`src/rtl/spindle_pkg.sv`:
```
// Shared state encodings, output bundle and default timing for the spindle starter.
package spindle_pkg;

    localparam int DEF_CNT_W        = 28;
    localparam int DEF_STAR_CYCLES  = 100_000_000;
    localparam int DEF_DEAD_CYCLES  = 2_500_000;
    localparam int DEF_BRAKE_CYCLES = 50_000_000;

    typedef enum logic [2:0] {
        ST_IDLE  = 3'd0,
        ST_STAR  = 3'd1,
        ST_GAP   = 3'd2,
        ST_DELTA = 3'd3,
        ST_BRAKE = 3'd4,
        ST_FAULT = 3'd5
    } state_t;

    typedef struct packed {
        logic k_main;
        logic k_star;
        logic k_delta;
        logic k_brake;
        logic running;
        logic fault;
    } outs_t;

    // Moore decode: contactor and status levels owned by each state.
    function automatic outs_t state_outs(input state_t s);
        outs_t o;
        o = '0;
        case (s)
            ST_STAR: begin
                o.k_main = 1'b1;
                o.k_star = 1'b1;
            end
            ST_GAP:   o.k_main = 1'b1;
            ST_DELTA: begin
                o.k_main  = 1'b1;
                o.k_delta = 1'b1;
                o.running = 1'b1;
            end
            ST_BRAKE: o.k_brake = 1'b1;
            ST_FAULT: o.fault   = 1'b1;
            default:  o = '0;
        endcase
        return o;
    endfunction

endpackage

```
`src/rtl/sync_2ff.sv`:
```
// Two-flop synchronizer for an asynchronous level; RST_VAL is the level held in reset.
module sync_2ff #(
    parameter logic RST_VAL = 1'b0
) (
    input  logic clk,
    input  logic rst_n,
    input  logic d,
    output logic q
);

    logic meta;

    always_ff @(posedge clk or negedge rst_n) begin
        if (!rst_n) begin
            meta <= RST_VAL;
            q    <= RST_VAL;
        end else begin
            meta <= d;
            q    <= meta;
        end
    end

endmodule

```
`src/rtl/spindle_starter.sv`:
```
// Star-delta spindle contactor sequencer with open transition, fault lockout and optional
// brake phase (SPINDLE_BRAKE_EN); outputs are registered copies of the state decode.
module spindle_starter
    import spindle_pkg::*;
#(
    parameter int CNT_W        = DEF_CNT_W,
    parameter int STAR_CYCLES  = DEF_STAR_CYCLES,
    parameter int DEAD_CYCLES  = DEF_DEAD_CYCLES,
    parameter int BRAKE_CYCLES = DEF_BRAKE_CYCLES
) (
    input  logic       clk,
    input  logic       rst_n,
    input  logic       ena,
    input  logic       ctrl_req,
    input  logic       estop_n,
    input  logic       overload,
    input  logic       fault_clr,
    output logic       k_main,
    output logic       k_star,
    output logic       k_delta,
    output logic       k_brake,
    output logic       running,
    output logic       fault,
    output logic [2:0] state_o
);

    if (CNT_W < 1 || CNT_W > 31) begin : g_bad_cnt_w
        $error("spindle_starter: CNT_W must be within 1..31");
    end
    if (STAR_CYCLES < 1 || longint'(STAR_CYCLES) >= (longint'(1) << CNT_W) ||
        DEAD_CYCLES < 1 || longint'(DEAD_CYCLES) >= (longint'(1) << CNT_W) ||
        BRAKE_CYCLES < 1 || longint'(BRAKE_CYCLES) >= (longint'(1) << CNT_W)) begin : g_bad_cycles
        $error("spindle_starter: phase durations must be >= 1 and < 2**CNT_W");
    end

`ifdef SPINDLE_BRAKE_EN
    localparam logic   BRAKE_EN = 1'b1;
    localparam state_t STOP_ST  = ST_BRAKE;
    localparam logic [CNT_W-1:0] BRAKE_LAST = CNT_W'(BRAKE_CYCLES - 1);
`else
    localparam logic   BRAKE_EN = 1'b0;
    localparam state_t STOP_ST  = ST_IDLE;
`endif
    localparam logic [CNT_W-1:0] STAR_LAST = CNT_W'(STAR_CYCLES - 1);
    localparam logic [CNT_W-1:0] DEAD_LAST = CNT_W'(DEAD_CYCLES - 1);

    state_t           state;
    state_t           nxt;
    outs_t            outs_q;
    logic [CNT_W-1:0] cnt;
    logic [1:0]       rdy_sh;
    logic             sync_ok;
    logic             estop_s;
    logic             overload_s;
    logic             fault_in;
    logic             timed;

    // Synchronizers reset to the stopped/tripped level; rdy_sh masks them until they hold real samples.
    sync_2ff #(.RST_VAL(1'b0)) u_sync_estop (
        .clk   (clk),
        .rst_n (rst_n),
        .d     (estop_n),
        .q     (estop_s)
    );

    sync_2ff #(.RST_VAL(1'b1)) u_sync_overload (
        .clk   (clk),
        .rst_n (rst_n),
        .d     (overload),
        .q     (overload_s)
    );

    assign sync_ok  = rdy_sh[1];
    assign fault_in = !estop_s || overload_s;
    assign timed    = (state == ST_STAR) || (state == ST_GAP) || (state == ST_BRAKE);

    always_comb begin
        nxt = state;
        if (sync_ok) begin
            if (fault_in) begin
                nxt = ST_FAULT;
            end else if (ena) begin
                case (state)
                    ST_IDLE:  if (ctrl_req) nxt = ST_STAR;
                    ST_STAR: begin
                        if (!ctrl_req)              nxt = STOP_ST;
                        else if (cnt == STAR_LAST)  nxt = ST_GAP;
                    end
                    ST_GAP: begin
                        if (!ctrl_req)              nxt = STOP_ST;
                        else if (cnt == DEAD_LAST)  nxt = ST_DELTA;
                    end
                    ST_DELTA: if (!ctrl_req) nxt = STOP_ST;
`ifdef SPINDLE_BRAKE_EN
                    ST_BRAKE: if (cnt == BRAKE_LAST) nxt = ST_IDLE;
`endif
                    ST_FAULT: if (fault_clr && !ctrl_req) nxt = ST_IDLE;
                    default:  nxt = ST_IDLE;
                endcase
            end
        end
    end

    always_ff @(posedge clk or negedge rst_n) begin
        if (!rst_n) begin
            state  <= ST_IDLE;
            outs_q <= '0;
            cnt    <= '0;
            rdy_sh <= 2'b00;
        end else begin
            rdy_sh <= {rdy_sh[0], 1'b1};
            state  <= nxt;
            outs_q <= state_outs(nxt);
            if (nxt != state)
                cnt <= '0;
            else if (ena && sync_ok && timed)
                cnt <= cnt + CNT_W'(1);
        end
    end

    assign k_main  = outs_q.k_main;
    assign k_star  = outs_q.k_star;
    assign k_delta = outs_q.k_delta;
    assign k_brake = BRAKE_EN & outs_q.k_brake;
    assign running = outs_q.running;
    assign fault   = outs_q.fault;
    assign state_o = state;

endmodule

```
`config.mk`:
```
export PLATFORM = sky130hd
export DESIGN_NAME = spindle_starter
export DESIGN_NICKNAME = d
export VERILOG_FILES = /design/src/rtl/spindle_pkg.sv /design/src/rtl/sync_2ff.sv /design/src/rtl/spindle_starter.sv
export SDC_FILE = /design/constraint.sdc
export NUM_CORES = 1
export LEC_CHECK = 0
export BUFFER_PORTS_ARGS = -buffer_cell sky130_fd_sc_hd__buf_2
export CELL_PAD_IN_SITES_DETAIL_PLACEMENT = 0
export CELL_PAD_IN_SITES_GLOBAL_PLACEMENT = 2
export CORE_ASPECT_RATIO = 0.75
export CORE_MARGIN = 10
export CORE_UTILIZATION = 39
export DETAILED_ROUTE_END_ITERATION = 8
export PLACE_DENSITY_LB_ADDON = 0.05
export SKIP_LAST_GASP = 1
export SYNTH_ARGS = -nofsm -noshare
export SYNTH_HDL_FRONTEND = slang
export SYNTH_SLANG_ARGS = --single-unit
```
`constraint.sdc`:
```
create_clock -name clk -period 2.53 [get_ports clk]
set_input_delay 0.3795 -clock clk [delete_from_list [all_inputs] [get_ports clk]]
set_output_delay 0.3795 -clock clk [all_outputs]
set_load 0.01 [all_outputs]
```
==> flow_summary.toml <==
[clocking]
clock-root-buffer = "clkbuf_8"
clock_latency_ns = 0.29
cts_tree = "built"
ctsResizeCount = 0
post-cts-setup-buffers = 0
cts_hold_buf = 0
max-clock-path-buffers = 2
cts.sinks = 41
htreeDepth = 2
clkTransAtPathRegs_ns = 0.08
cts_made_buffers = 5

[floorplanning]
fp-row-count = 23
io_pins = 16
start_util = 0.413
die_w_um = 108
dieHeight_um = 86.1
die_area_sq_um = 9310
coreArea_sq_um = 5500

[power_and_ir_drop]
intPower_w = 0.000971
seqPwrFrac = 0.533
irDropWorstVdd_v = 0.000229
p_sw_frac = 0.271
clkPwrFrac = 0.323
p_comb_frac = 0.145
p_leak_nw = 1.07
p_sw_w = 0.000361
power_density_nw_per_um2 = 534
total_power_w = 0.00133

[finish]
final_nets = 253
final_cell_mix = "nor2_1, dfrtp_1, nand2_1"
drive_above_1_share = 0.159
synthToLayoutAreaGrowth_pct = 9.86
diodes = 0

[min_path]
hold_start = "overload"
hp-class = "primary input to flop"

[drt]
vias = 1677
initialDrtViolationCount = 112
avgViaCountPerCell = 5.24
routedWlPerCell_um = 15.5
drcViolationCount = 0
final_antenna_net_count = 0
first_pass_iters = 4
drt_wl_total_um = 4950

[sta]
post-route-period-util = 0.844
maxSlewHeadroom = 0.368
setup_viol = 0
tightest_slew_ns = 0.947
rsz0062_at_grt = "false"
fmax_mhz = 468
hold_viol_final = 0
slew_viol_final = 0
setup_tns_ns = 0
fin_skew_ns = 0.00699
whs_ns = 0.190
period_minus_slack_ns = 2.14

[placed_design]
dp_hpwl_um = 3600
gp_congestion = 0.828
numPortBuffers = 14

[global_routing]
grt_most_used_layer = "met1"
grt_usage = 0.113
grt-ovfl-total = 0
use_met1 = 0.163
use_met3 = 0.0321
grt_max_degree = 42
first_global_vias = 1681
grt_pass1_wl_um = 8560
antenna_found_initial = 0
grt.met2_usage = 0.157

[yosys]
yosys.area.top_type_share = 0.430
avgSynthCellArea_sq_um = 9.92
synth_edf_count = 0
syn_nets = 237
synth_area_leaders = "dfrtp_1, nor2_1, xnor2_1"
ys_seq_area_frac = 0.453
ys_async_sr_fraction = 1.00
ys_seq_elements = 41
ys_types = 50
synth-main-ff-cell = "dfrtp_1"
syn_area_sq_um = 2270
synthCells = 229
yosys.area.top_type = "dfrtp_1"
yosysWarnings = 0

[setup_path]
crit_slowest_cell = "dfrtp_1"
path_class = "flop to flop"
critical_path.cell_chain = "nand2b_1, nor3_2, nand4_2, o211ai_2, mux2i_4, buf_12, nor2_1"
r2r_start = "state_o[2]"
critPathArrivalTime_ns = 2.31
cp_num_buf_inv = 1
cp-start-kind = "flop"
cp-startpoint = "state_o[2]"
worst-path-max-fanout = 28
critPathCaptureType = "flop"
critical_path.top_delay_family = "simple AND/OR/NAND/NOR gates"
slowest_delay_ns = 0.51
cp.required_ns = 2.70

[run_status]
outcome = "finished clean"

[job]
drv_cap = 0
[routing by layer]
metal / vias up / routed length, um
met5: - / 0
met4: 0 / 19
met3: 2 / 233
met2: 33 / 2130
met1: 817 / 2570
li1: 825 / -
[cells by family (layout without fill, tap and decap cells)]
kind of cell | count (synthesis) | after routing | synth area share
flops | 41 | 41 | 0.453
xor+xnor | 28 | 28 | 0.108
fa+ha+maj | 1 | 1 | 0.00551
compound gates | 25 | 25 | 0.0821
other cells | 2 | 2 | 0.00331
simple gates | 119 | 119 | 0.305
buf+inv | 12 | 28 | 0.0336
mux | 1 | 1 | 0.00992
[state kept, by name, summed over array words and instances (netlist names)]
name,flops
u_sync_overload.q,1
rdy_sh,2
u_sync_estop.meta,1
u_sync_estop.q,1
running,1
state_o,3
k_main,1
u_sync_overload.meta,1
k_star,1
cnt,28
fault,1
[power by group through the flow]
| stage | Clock [W] | Combinational, W | Sequential [W] |
|---|---|---|---|
| 2_1_floorplan | 0 | 0.000128 | 0.000720 |
| 3_3_place_gp | 0 | 0.000191 | 0.000720 |
| 3_5_place_dp | 0 | 0.000193 | 0.000722 |
| 4_1_cts | 0.000446 | 0.000195 | 0.000709 |
| 5_1_grt | 0.000482 | 0.000217 | 0.000713 |
| 6_report | 0.000430 | 0.000193 | 0.000710 |
[per-stage QoR]
step                      instances  instance area (sq um)  setup slack (ns)   util
after floorplan                 229                   2270             0.538      -
after global placement          313                   2410             0.466  0.438
after detailed placement        313                   2410             0.402  0.438
after CTS                       320                   2490             0.393  0.454
after global routing            320                   2490             0.214  0.454
final                           320                   2490             0.394  0.454
[cells in the mapped netlist (3+ instances only)]
cell	number
dfrtp_1	39
nor2_1	39
nand2_1	18
xnor2_1	14
xor2_1	14
nand3_1	11
a21oi_1	7
nor2b_1	7
nand4_1	6
nand2b_1	5
and2_1	4
buf_4	4
inv_1	4
and3_1	3
and4_1	3
nor4_4	3
nor4b_1	3
o21a_1	3
[area by class of cell]
type | count | area, sq um
Timing Repair Buffer | 17 | 105
Tap cell | 75 | 93.8
Inverter | 4 | 15.0
Clock buffer | 7 | 86.3
Multi-Input combinational cell | 176 | 1170
Fill cell | 524 | 3000
Sequential cell | 41 | 1030
[path summary, 6_finish.rpt]
path | cells after the start | end | slack [ns]
setup / recovery | 7 | cnt[0] | 0.39
hold / removal | 1 | u_sync_overload.meta | 0.19
hold reg to reg | 0 | rdy_sh[1] | 0.36
setup reg to reg | 7 | cnt[0] | 0.39
min in group asynchronous | 1 | rdy_sh[0] | 0.23
max in group asynchronous | 1 | cnt[27] | 1.70
(Power assumes the default switching activity.)
